`config.mk`:
```
export PLATFORM = sky130hd
export DESIGN_NAME = vx_vector_uop_sequencer_flat
export DESIGN_NICKNAME = d
export VERILOG_FILES = /design/src/rtl/vx_vector_uop_sequencer_if.sv /design/src/rtl/vx_vector_uop_sequencer.sv /design/src/flat_wrapper.sv
export SDC_FILE = /design/constraint.sdc
export NUM_CORES = 1
export LEC_CHECK = 0
export BUFFER_PORTS_ARGS = -buffer_cell sky130_fd_sc_hd__buf_2
export CORE_AREA = 2 2 312 314
export CTS_BUF_LIST = sky130_fd_sc_hd__clkbuf_8 sky130_fd_sc_hd__clkbuf_16
export DETAILED_ROUTE_END_ITERATION = 7
export DIE_AREA = 0 0 314 316
export REMOVE_ABC_BUFFERS = 1
export SLEW_MARGIN = 10
export SYNTH_ARGS = -nofsm -noshare
export SYNTH_HDL_FRONTEND = slang
export SYNTH_SLANG_ARGS = --single-unit
```
`constraint.sdc`:
```
create_clock -name clk -period 2.73 [get_ports clk]
set_clock_uncertainty 0.15 [all_clocks]
set_input_delay 0.1365 -clock clk [delete_from_list [all_inputs] [get_ports clk]]
set_output_delay 0.1365 -clock clk [all_outputs]
set_load 0.005 [all_outputs]
```
`src/rtl/vx_vector_uop_sequencer_if.sv`:
```
// Handshake bundle between vector dispatch, the uop sequencer and the ALU dispatch path.
// The sequencer uses the slave view; the dispatch/ALU environment uses the master view.
interface vx_vector_uop_sequencer_if #(
  parameter int NUM_THREADS = 4,
  parameter int XLEN        = 32,
  parameter int VLEN        = 256,
  parameter int TAG_WIDTH   = 8
);
  localparam int VLMAX     = VLEN / XLEN;
  localparam int VL_W      = $clog2(VLMAX + 1);
  localparam int MAX_BEATS = (VLMAX + NUM_THREADS - 1) / NUM_THREADS;
  localparam int BEAT_W    = (MAX_BEATS > 1) ? $clog2(MAX_BEATS) : 1;

  logic                        req_valid;
  logic                        req_ready;
  logic [VL_W-1:0]             req_vl;
  logic [TAG_WIDTH-1:0]        req_tag;
  logic [VLEN-1:0]             req_vs1;
  logic [VLEN-1:0]             req_vs2;

  logic                        uop_valid;
  logic                        uop_ready;
  logic [NUM_THREADS-1:0]      uop_tmask;
  logic [NUM_THREADS*XLEN-1:0] uop_rs1;
  logic [NUM_THREADS*XLEN-1:0] uop_rs2;
  logic [BEAT_W-1:0]           uop_beat;
  logic                        uop_last;
  logic [TAG_WIDTH-1:0]        uop_tag;

  modport master (
    output req_valid, req_vl, req_tag, req_vs1, req_vs2, uop_ready,
    input  req_ready, uop_valid, uop_tmask, uop_rs1, uop_rs2, uop_beat, uop_last, uop_tag
  );

  modport slave (
    input  req_valid, req_vl, req_tag, req_vs1, req_vs2, uop_ready,
    output req_ready, uop_valid, uop_tmask, uop_rs1, uop_rs2, uop_beat, uop_last, uop_tag
  );
endinterface

```
`src/rtl/vx_vector_uop_sequencer.sv`:
```
// Splits one vector instruction (SEW = XLEN) into NUM_THREADS-wide beats for the scalar ALU
// dispatch path, with lane masking, operand slicing and pipelined accept on the last beat.
module vx_vector_uop_sequencer #(
  parameter int NUM_THREADS = 4,
  parameter int XLEN        = 32,
  parameter int VLEN        = 256,
  parameter int TAG_WIDTH   = 8
) (
  input  logic                      clk,
  input  logic                      reset,
  input  logic                      flush,
  output logic                      busy,
  vx_vector_uop_sequencer_if.slave  bus
);
  localparam int VLMAX     = VLEN / XLEN;
  localparam int VL_W      = $clog2(VLMAX + 1);
  localparam int MAX_BEATS = (VLMAX + NUM_THREADS - 1) / NUM_THREADS;
  localparam int BEAT_W    = (MAX_BEATS > 1) ? $clog2(MAX_BEATS) : 1;
  localparam int NSLOT     = 1 << BEAT_W;

  typedef enum logic {
    IDLE  = 1'b0,
    ISSUE = 1'b1
  } state_e;

  state_e                      r_state;
  state_e                      w_state_nxt;
  logic [BEAT_W-1:0]           r_beat_cnt;
  logic [BEAT_W-1:0]           w_beat_nxt;
  logic [BEAT_W-1:0]           r_last_beat;
  logic [VL_W-1:0]             r_vl;
  logic [TAG_WIDTH-1:0]        r_tag;
  logic [VLEN-1:0]             r_vs1;
  logic [VLEN-1:0]             r_vs2;

  logic [VL_W-1:0]             w_vl_eff;
  logic [BEAT_W-1:0]           w_last_beat;
  logic                        w_issue;
  logic                        w_last;
  logic                        w_req_fire;
  logic                        w_uop_fire;
  logic                        w_load;

  logic [NUM_THREADS-1:0]      w_mask_slot [NSLOT];
  logic [NUM_THREADS*XLEN-1:0] w_rs1_slot  [NSLOT];
  logic [NUM_THREADS*XLEN-1:0] w_rs2_slot  [NSLOT];

  assign w_vl_eff    = (bus.req_vl > VL_W'(VLMAX)) ? VL_W'(VLMAX) : bus.req_vl;
  assign w_last_beat = (w_vl_eff == '0) ? '0
                     : BEAT_W'((int'(w_vl_eff) - 1) / NUM_THREADS);

  assign w_issue    = (r_state == ISSUE);
  assign w_last     = w_issue && (r_beat_cnt == r_last_beat);
  assign w_uop_fire = w_issue && bus.uop_ready;

  // Accept in ISSUE only when the last beat leaves this cycle, so the next instruction
  // overlaps its predecessor's final beat without a bubble.
  assign bus.req_ready = !flush && (!w_issue || (bus.uop_ready && w_last));
  assign w_req_fire    = bus.req_valid && bus.req_ready;

  always_comb begin
    w_state_nxt = r_state;
    w_beat_nxt  = r_beat_cnt;
    w_load      = 1'b0;
    unique case (r_state)
      IDLE: begin
        if (w_req_fire && (w_vl_eff != '0)) begin
          w_load      = 1'b1;
          w_beat_nxt  = '0;
          w_state_nxt = ISSUE;
        end
      end
      ISSUE: begin
        if (flush) begin
          w_beat_nxt  = '0;
          w_state_nxt = IDLE;
        end else if (w_uop_fire) begin
          if (!w_last) begin
            w_beat_nxt = r_beat_cnt + BEAT_W'(1);
          end else if (w_req_fire && (w_vl_eff != '0)) begin
            w_load     = 1'b1;
            w_beat_nxt = '0;
          end else begin
            w_beat_nxt  = '0;
            w_state_nxt = IDLE;
          end
        end
      end
      default: begin
        w_beat_nxt  = '0;
        w_state_nxt = IDLE;
      end
    endcase
  end

  always_ff @(posedge clk or negedge reset) begin
    if (!reset) begin
      r_state     <= IDLE;
      r_beat_cnt  <= '0;
      r_last_beat <= '0;
      r_vl        <= '0;
      r_tag       <= '0;
      r_vs1       <= '0;
      r_vs2       <= '0;
    end else begin
      r_state    <= w_state_nxt;
      r_beat_cnt <= w_beat_nxt;
      if (w_load) begin
        r_last_beat <= w_last_beat;
        r_vl        <= w_vl_eff;
        r_tag       <= bus.req_tag;
        r_vs1       <= bus.req_vs1;
        r_vs2       <= bus.req_vs2;
      end
    end
  end

  // Every (beat, lane) pair maps to a fixed element; slots past VLMAX are tied off so no
  // slice ever reaches outside the source vectors.
  for (genvar b = 0; b < NSLOT; b++) begin : g_slot
    for (genvar t = 0; t < NUM_THREADS; t++) begin : g_lane
      localparam int E = b * NUM_THREADS + t;
      if (E < VLMAX) begin : g_elem
        logic w_act;
        assign w_act = (VL_W'(E) < r_vl);
        assign w_mask_slot[b][t]              = w_act;
        assign w_rs1_slot[b][t*XLEN +: XLEN]  = w_act ? r_vs1[E*XLEN +: XLEN] : '0;
        assign w_rs2_slot[b][t*XLEN +: XLEN]  = w_act ? r_vs2[E*XLEN +: XLEN] : '0;
      end else begin : g_pad
        assign w_mask_slot[b][t]              = 1'b0;
        assign w_rs1_slot[b][t*XLEN +: XLEN]  = '0;
        assign w_rs2_slot[b][t*XLEN +: XLEN]  = '0;
      end
    end
  end

  assign bus.uop_valid = w_issue;
  assign bus.uop_tmask = w_issue ? w_mask_slot[r_beat_cnt] : '0;
  assign bus.uop_rs1   = w_issue ? w_rs1_slot[r_beat_cnt]  : '0;
  assign bus.uop_rs2   = w_issue ? w_rs2_slot[r_beat_cnt]  : '0;
  assign bus.uop_beat  = w_issue ? r_beat_cnt : '0;
  assign bus.uop_last  = w_last;
  assign bus.uop_tag   = w_issue ? r_tag : '0;
  assign busy          = w_issue;

endmodule

```
`src/flat_wrapper.sv`:
```
// flat-port wrapper written by rule: the top's interface ports become plain ports
module vx_vector_uop_sequencer_flat 
#(
  parameter int NUM_THREADS = 4,
  parameter int XLEN        = 32,
  parameter int VLEN        = 256,
  parameter int TAG_WIDTH   = 8
)
  (clk, reset, flush, busy, bus_req_valid, bus_req_vl, bus_req_tag, bus_req_vs1, bus_req_vs2, bus_uop_ready, bus_req_ready, bus_uop_valid, bus_uop_tmask, bus_uop_rs1, bus_uop_rs2, bus_uop_beat, bus_uop_last, bus_uop_tag);
  vx_vector_uop_sequencer_if #(.NUM_THREADS(NUM_THREADS), .XLEN(XLEN), .VLEN(VLEN), .TAG_WIDTH(TAG_WIDTH)) bus_i ();
  input  logic clk;
  input  logic reset;
  input  logic flush;
  output logic busy;
  input wire logic [$bits(bus_i.req_valid)-1:0] bus_req_valid;
  input wire logic [$bits(bus_i.req_vl)-1:0] bus_req_vl;
  input wire logic [$bits(bus_i.req_tag)-1:0] bus_req_tag;
  input wire logic [$bits(bus_i.req_vs1)-1:0] bus_req_vs1;
  input wire logic [$bits(bus_i.req_vs2)-1:0] bus_req_vs2;
  input wire logic [$bits(bus_i.uop_ready)-1:0] bus_uop_ready;
  output wire logic [$bits(bus_i.req_ready)-1:0] bus_req_ready;
  output wire logic [$bits(bus_i.uop_valid)-1:0] bus_uop_valid;
  output wire logic [$bits(bus_i.uop_tmask)-1:0] bus_uop_tmask;
  output wire logic [$bits(bus_i.uop_rs1)-1:0] bus_uop_rs1;
  output wire logic [$bits(bus_i.uop_rs2)-1:0] bus_uop_rs2;
  output wire logic [$bits(bus_i.uop_beat)-1:0] bus_uop_beat;
  output wire logic [$bits(bus_i.uop_last)-1:0] bus_uop_last;
  output wire logic [$bits(bus_i.uop_tag)-1:0] bus_uop_tag;
  assign bus_i.req_valid = bus_req_valid;
  assign bus_i.req_vl = bus_req_vl;
  assign bus_i.req_tag = bus_req_tag;
  assign bus_i.req_vs1 = bus_req_vs1;
  assign bus_i.req_vs2 = bus_req_vs2;
  assign bus_i.uop_ready = bus_uop_ready;
  assign bus_req_ready = bus_i.req_ready;
  assign bus_uop_valid = bus_i.uop_valid;
  assign bus_uop_tmask = bus_i.uop_tmask;
  assign bus_uop_rs1 = bus_i.uop_rs1;
  assign bus_uop_rs2 = bus_i.uop_rs2;
  assign bus_uop_beat = bus_i.uop_beat;
  assign bus_uop_last = bus_i.uop_last;
  assign bus_uop_tag = bus_i.uop_tag;
  vx_vector_uop_sequencer #(.NUM_THREADS(NUM_THREADS), .XLEN(XLEN), .VLEN(VLEN), .TAG_WIDTH(TAG_WIDTH)) u_core (.clk(clk), .reset(reset), .flush(flush), .busy(busy), .bus(bus_i));
endmodule
```
==> impl_metrics.json <==
{
  "outcome": "complete, no violations",
  "grt_max_degree": 85,
  "antenna_left": 0,
  "power.share.sequential_pct": 46.1,
  "synthArstFlopShare_pct": 100,
  "endpoint_kind": "primary output",
  "worst_slack_ns": 0.0967,
  "ys_seq_elements": 527,
  "syn_avg_cell_area_sq_um": 15.0,
  "rows": 114,
  "antenna_found_initial": 4,
  "clkPwrFrac_pct": 31.8,
  "p_sw_share_pct": 27.7,
  "hold_start": "bus_req_vs1[242]",
  "fmax_mhz": 380,
  "power_density_nw_per_um2": 677,
  "first_pass_iters": 5,
  "fin_util_pct": 37.2,
  "worstMarginPinSlew_ns": 0.669,
  "root_buffer": "clkbuf_16",
  "htree_levels": 2,
  "power.internal_w": 0.0175,
  "hold_end": "u_core.r_vs1[242]",
  "rr_worst_depth": 7,
  "die_w_um": 314,
  "fin_nets": 3385,
  "r2r-start": "u_core.bus.uop_valid",
  "vias": 18341,
  "p_leak_nw": 16.7,
  "drive_gt1_share_pct": 35.1,
  "p_sw_w": 0.00669,
  "synthFlopType": "dfrtp_1",
  "grtUsageMet1_pct": 17.3,
  "ir_drop_mv": 0.523,
  "setup_viol": 0,
  "cts_tree": "built",
  "clock_latency_ns": 0.63,
  "r2r-end": "u_core.r_vs2[97]",
  "core_area_sq_um": 96000,
  "gp_congestion": 0.818,
  "power_w": 0.0242,
  "final_hold_viol_count": 0,
  "use_met3_pct": 3.08,
  "cts-buffers-inserted": 57,
  "slew_viol_final": 0,
  "period_minus_slack_ns": 2.63,
  "cp.arrival_ns": 2.35,
  "syn_area_sq_um": 22400,
  "dp_hpwl_mm": 50.7,
  "netlist_instances": 1490,
  "area_delta_synth_final_pct": 59.6,
  "pin_count": 802,
  "r2r_slack_ns": 0.19,
  "grt_first_pass_wirelength_mm": 116,
  "critPathRequiredTime_ns": 2.44,
  "clock_sinks": 527,
  "grt_pass1_vias": 20237,
  "critPathKind": "register to primary output",
  "cap_violations": 0,
  "ys_seq_area_share_pct": 58.9,
  "die_h_um": 316,
  "dieArea_sq_um": 99200,
  "synth.top_cell.area_share_pct": 58.9,
  "hp-class": "input port to register",
  "wl_per_cell_um": 18.7,
  "period_share_pct": 96.5,
  "drt_iter0_drc": 820,
  "grt_overflow": 0,
  "crit_path_start_kind": "register",
  "use_met2_pct": 26.9,
  "numPortBuffers": 801,
  "synth_cell_type_count": 33,
  "rsz0062_at_grt": "no",
  "busiest_layer": "met2",
  "setup_tns_ns": 0,
  "whs_path_depth": 3,
  "drc": 0,
  "netlist_top_cells_area": "dfrtp_1, mux2_1, a22o_1",
  "drt_wl_total_mm": 78.0,
  "clk_pin_slew_ns": 0.06,
  "place_ws_ns": 0.338,
  "comb_power_share_pct": 22.0,
  "start_util_pct": 23.3,
  "cts_buffer_depth": 3,
  "crit_fanout": 64,
  "synth_edf_count": 0,
  "yosysTopAreaCell": "dfrtp_1",
  "viasPerCell": 4.39,
  "ys_warn_count": 0,
  "relSlewSlack_pct": 55.4,
  "track_usage_pct": 15.0
}
cells by family (layout without fill, tap and decap cells):
| family | after synthesis | in the layout | share of synthesized area [%] |
|---|---|---|---|
| flops | 527 | 527 | 58.9 |
| other cells | 0 | 4 | 0 |
| buf+inv | 116 | 1519 | 3.02 |
| compound gates | 287 | 287 | 10.9 |
| simple gates | 37 | 38 | 0.955 |
| mux | 522 | 522 | 26.2 |
| xor+xnor | 1 | 1 | 0.0391 |
Yosys cell counts (all sizes together), types with 2 or more instances:
cell    instances
clkbuf         45
a21o            2
a22oi           3
o21a            4
mux2          522
nand2           5
nand3b          2
a21oi          12
buf            68
and2            9
o21ai           4
a31oi           2
nor2b           3
nor2           10
dfrtp         527
a22o          258
inv             3
cell usage in the layout, fill, tap and decap left out, types with 6 or more instances in the layout:
master           n
buf_12          24
mux2_1         500
clkbuf_8         9
dfrtp_1        523
a22o_1         256
nor2_4           6
buf_2          800
clkbuf_16       59
and2_1           9
inv_1           16
a21oi_1          6
clkinv_2         7
dlygate4sd3_1  534
buf_4           53
mux2_2          22
per-stage QoR:
step	cells	instance area, sq um	hold slack, ns
after CTS	4164	35700	0.0350
after floorplan	1377	21700	-0.309
after global routing	4173	35700	0.0783
after detailed placement	3520	28200	0.0329
final	4174	35700	0.100
after global placement	3520	28200	0.0256
worst max-delay path: stages, from the launching register on:
cell and delay [ns]:
dfrtp_2 0.47, inv_2 0.14, nand2_4 0.11, a21oi_4 0.15, buf_12 0.26, a22o_1 0.27
buf_2 0.17
registers in the layout, indices dropped and copies added (netlist names):
| signal | flops |
|---|---|
| u_core.bus.uop_valid | 1 |
| u_core.r_beat_cnt | 1 |
| u_core.r_last_beat | 1 |
| u_core.r_tag | 8 |
| u_core.r_vl | 4 |
| u_core.r_vs1 | 256 |
| u_core.r_vs2 | 256 |
per-layer routing:
metal	up-vias	share of wire [%]	wire [um]
met1	9202	39	30800
met5	-	0	0
met3	179	5.5	4280
li1	8292	-	-
met4	0	3.9	3020
met2	668	51	40000
repair_timing:
| item | 4_1_cts | 5_1_grt |
|---|---|---|
| endpoints found under the setup margin | 254 | 62 |
| setup buffers | 7 | 6 |
| cloned | 5 | 0 |
| pin swaps | 4 | 1 |
| endpoints found under the hold margin | 1054 | 0 |
| hold buffers | 535 | 0 |
| resized for setup | 16 | 5 |
layout make-up:
class	instances	area [sq um]
antenna	4	10.0
clock buffer	68	1600
clock inverter	29	239
fill	9056	60200
inverter	3	11.3
multi-input combinational	848	8680
sequential	527	13200
tap	1276	1600
timing repair buffer	1419	10400
power groups by stage:
stage	combinational (W)	clock (W)	sequential, W
after detailed placement	0.00452	0	0.0112
final	0.00533	0.00770	0.0112
after floorplan	0.00278	0	0.0108
after global placement	0.00440	0	0.0112
after CTS	0.00532	0.00792	0.0111
after global routing	0.00582	0.00822	0.0114
worst max path at each step:
stage	startpoint	to	slack, ns	cells past startpoint
after floorplan	u_core.bus.uop_valid	u_core.r_vs2[100]	-7.27	4
after CTS	u_core.r_vl[1]	bus_uop_rs2[24]	0.01	6
after global routing	u_core.r_vl[2]	bus_uop_rs2[51]	0.003	6
after detailed placement	u_core.bus.uop_valid	u_core.r_vs2[183]	0.34	6
after global placement	u_core.bus.uop_valid	u_core.r_vs2[97]	0.38	6
final	u_core.r_beat_cnt	bus_uop_rs1[79]	0.1	6
Power figures use the tool's default switching activity.
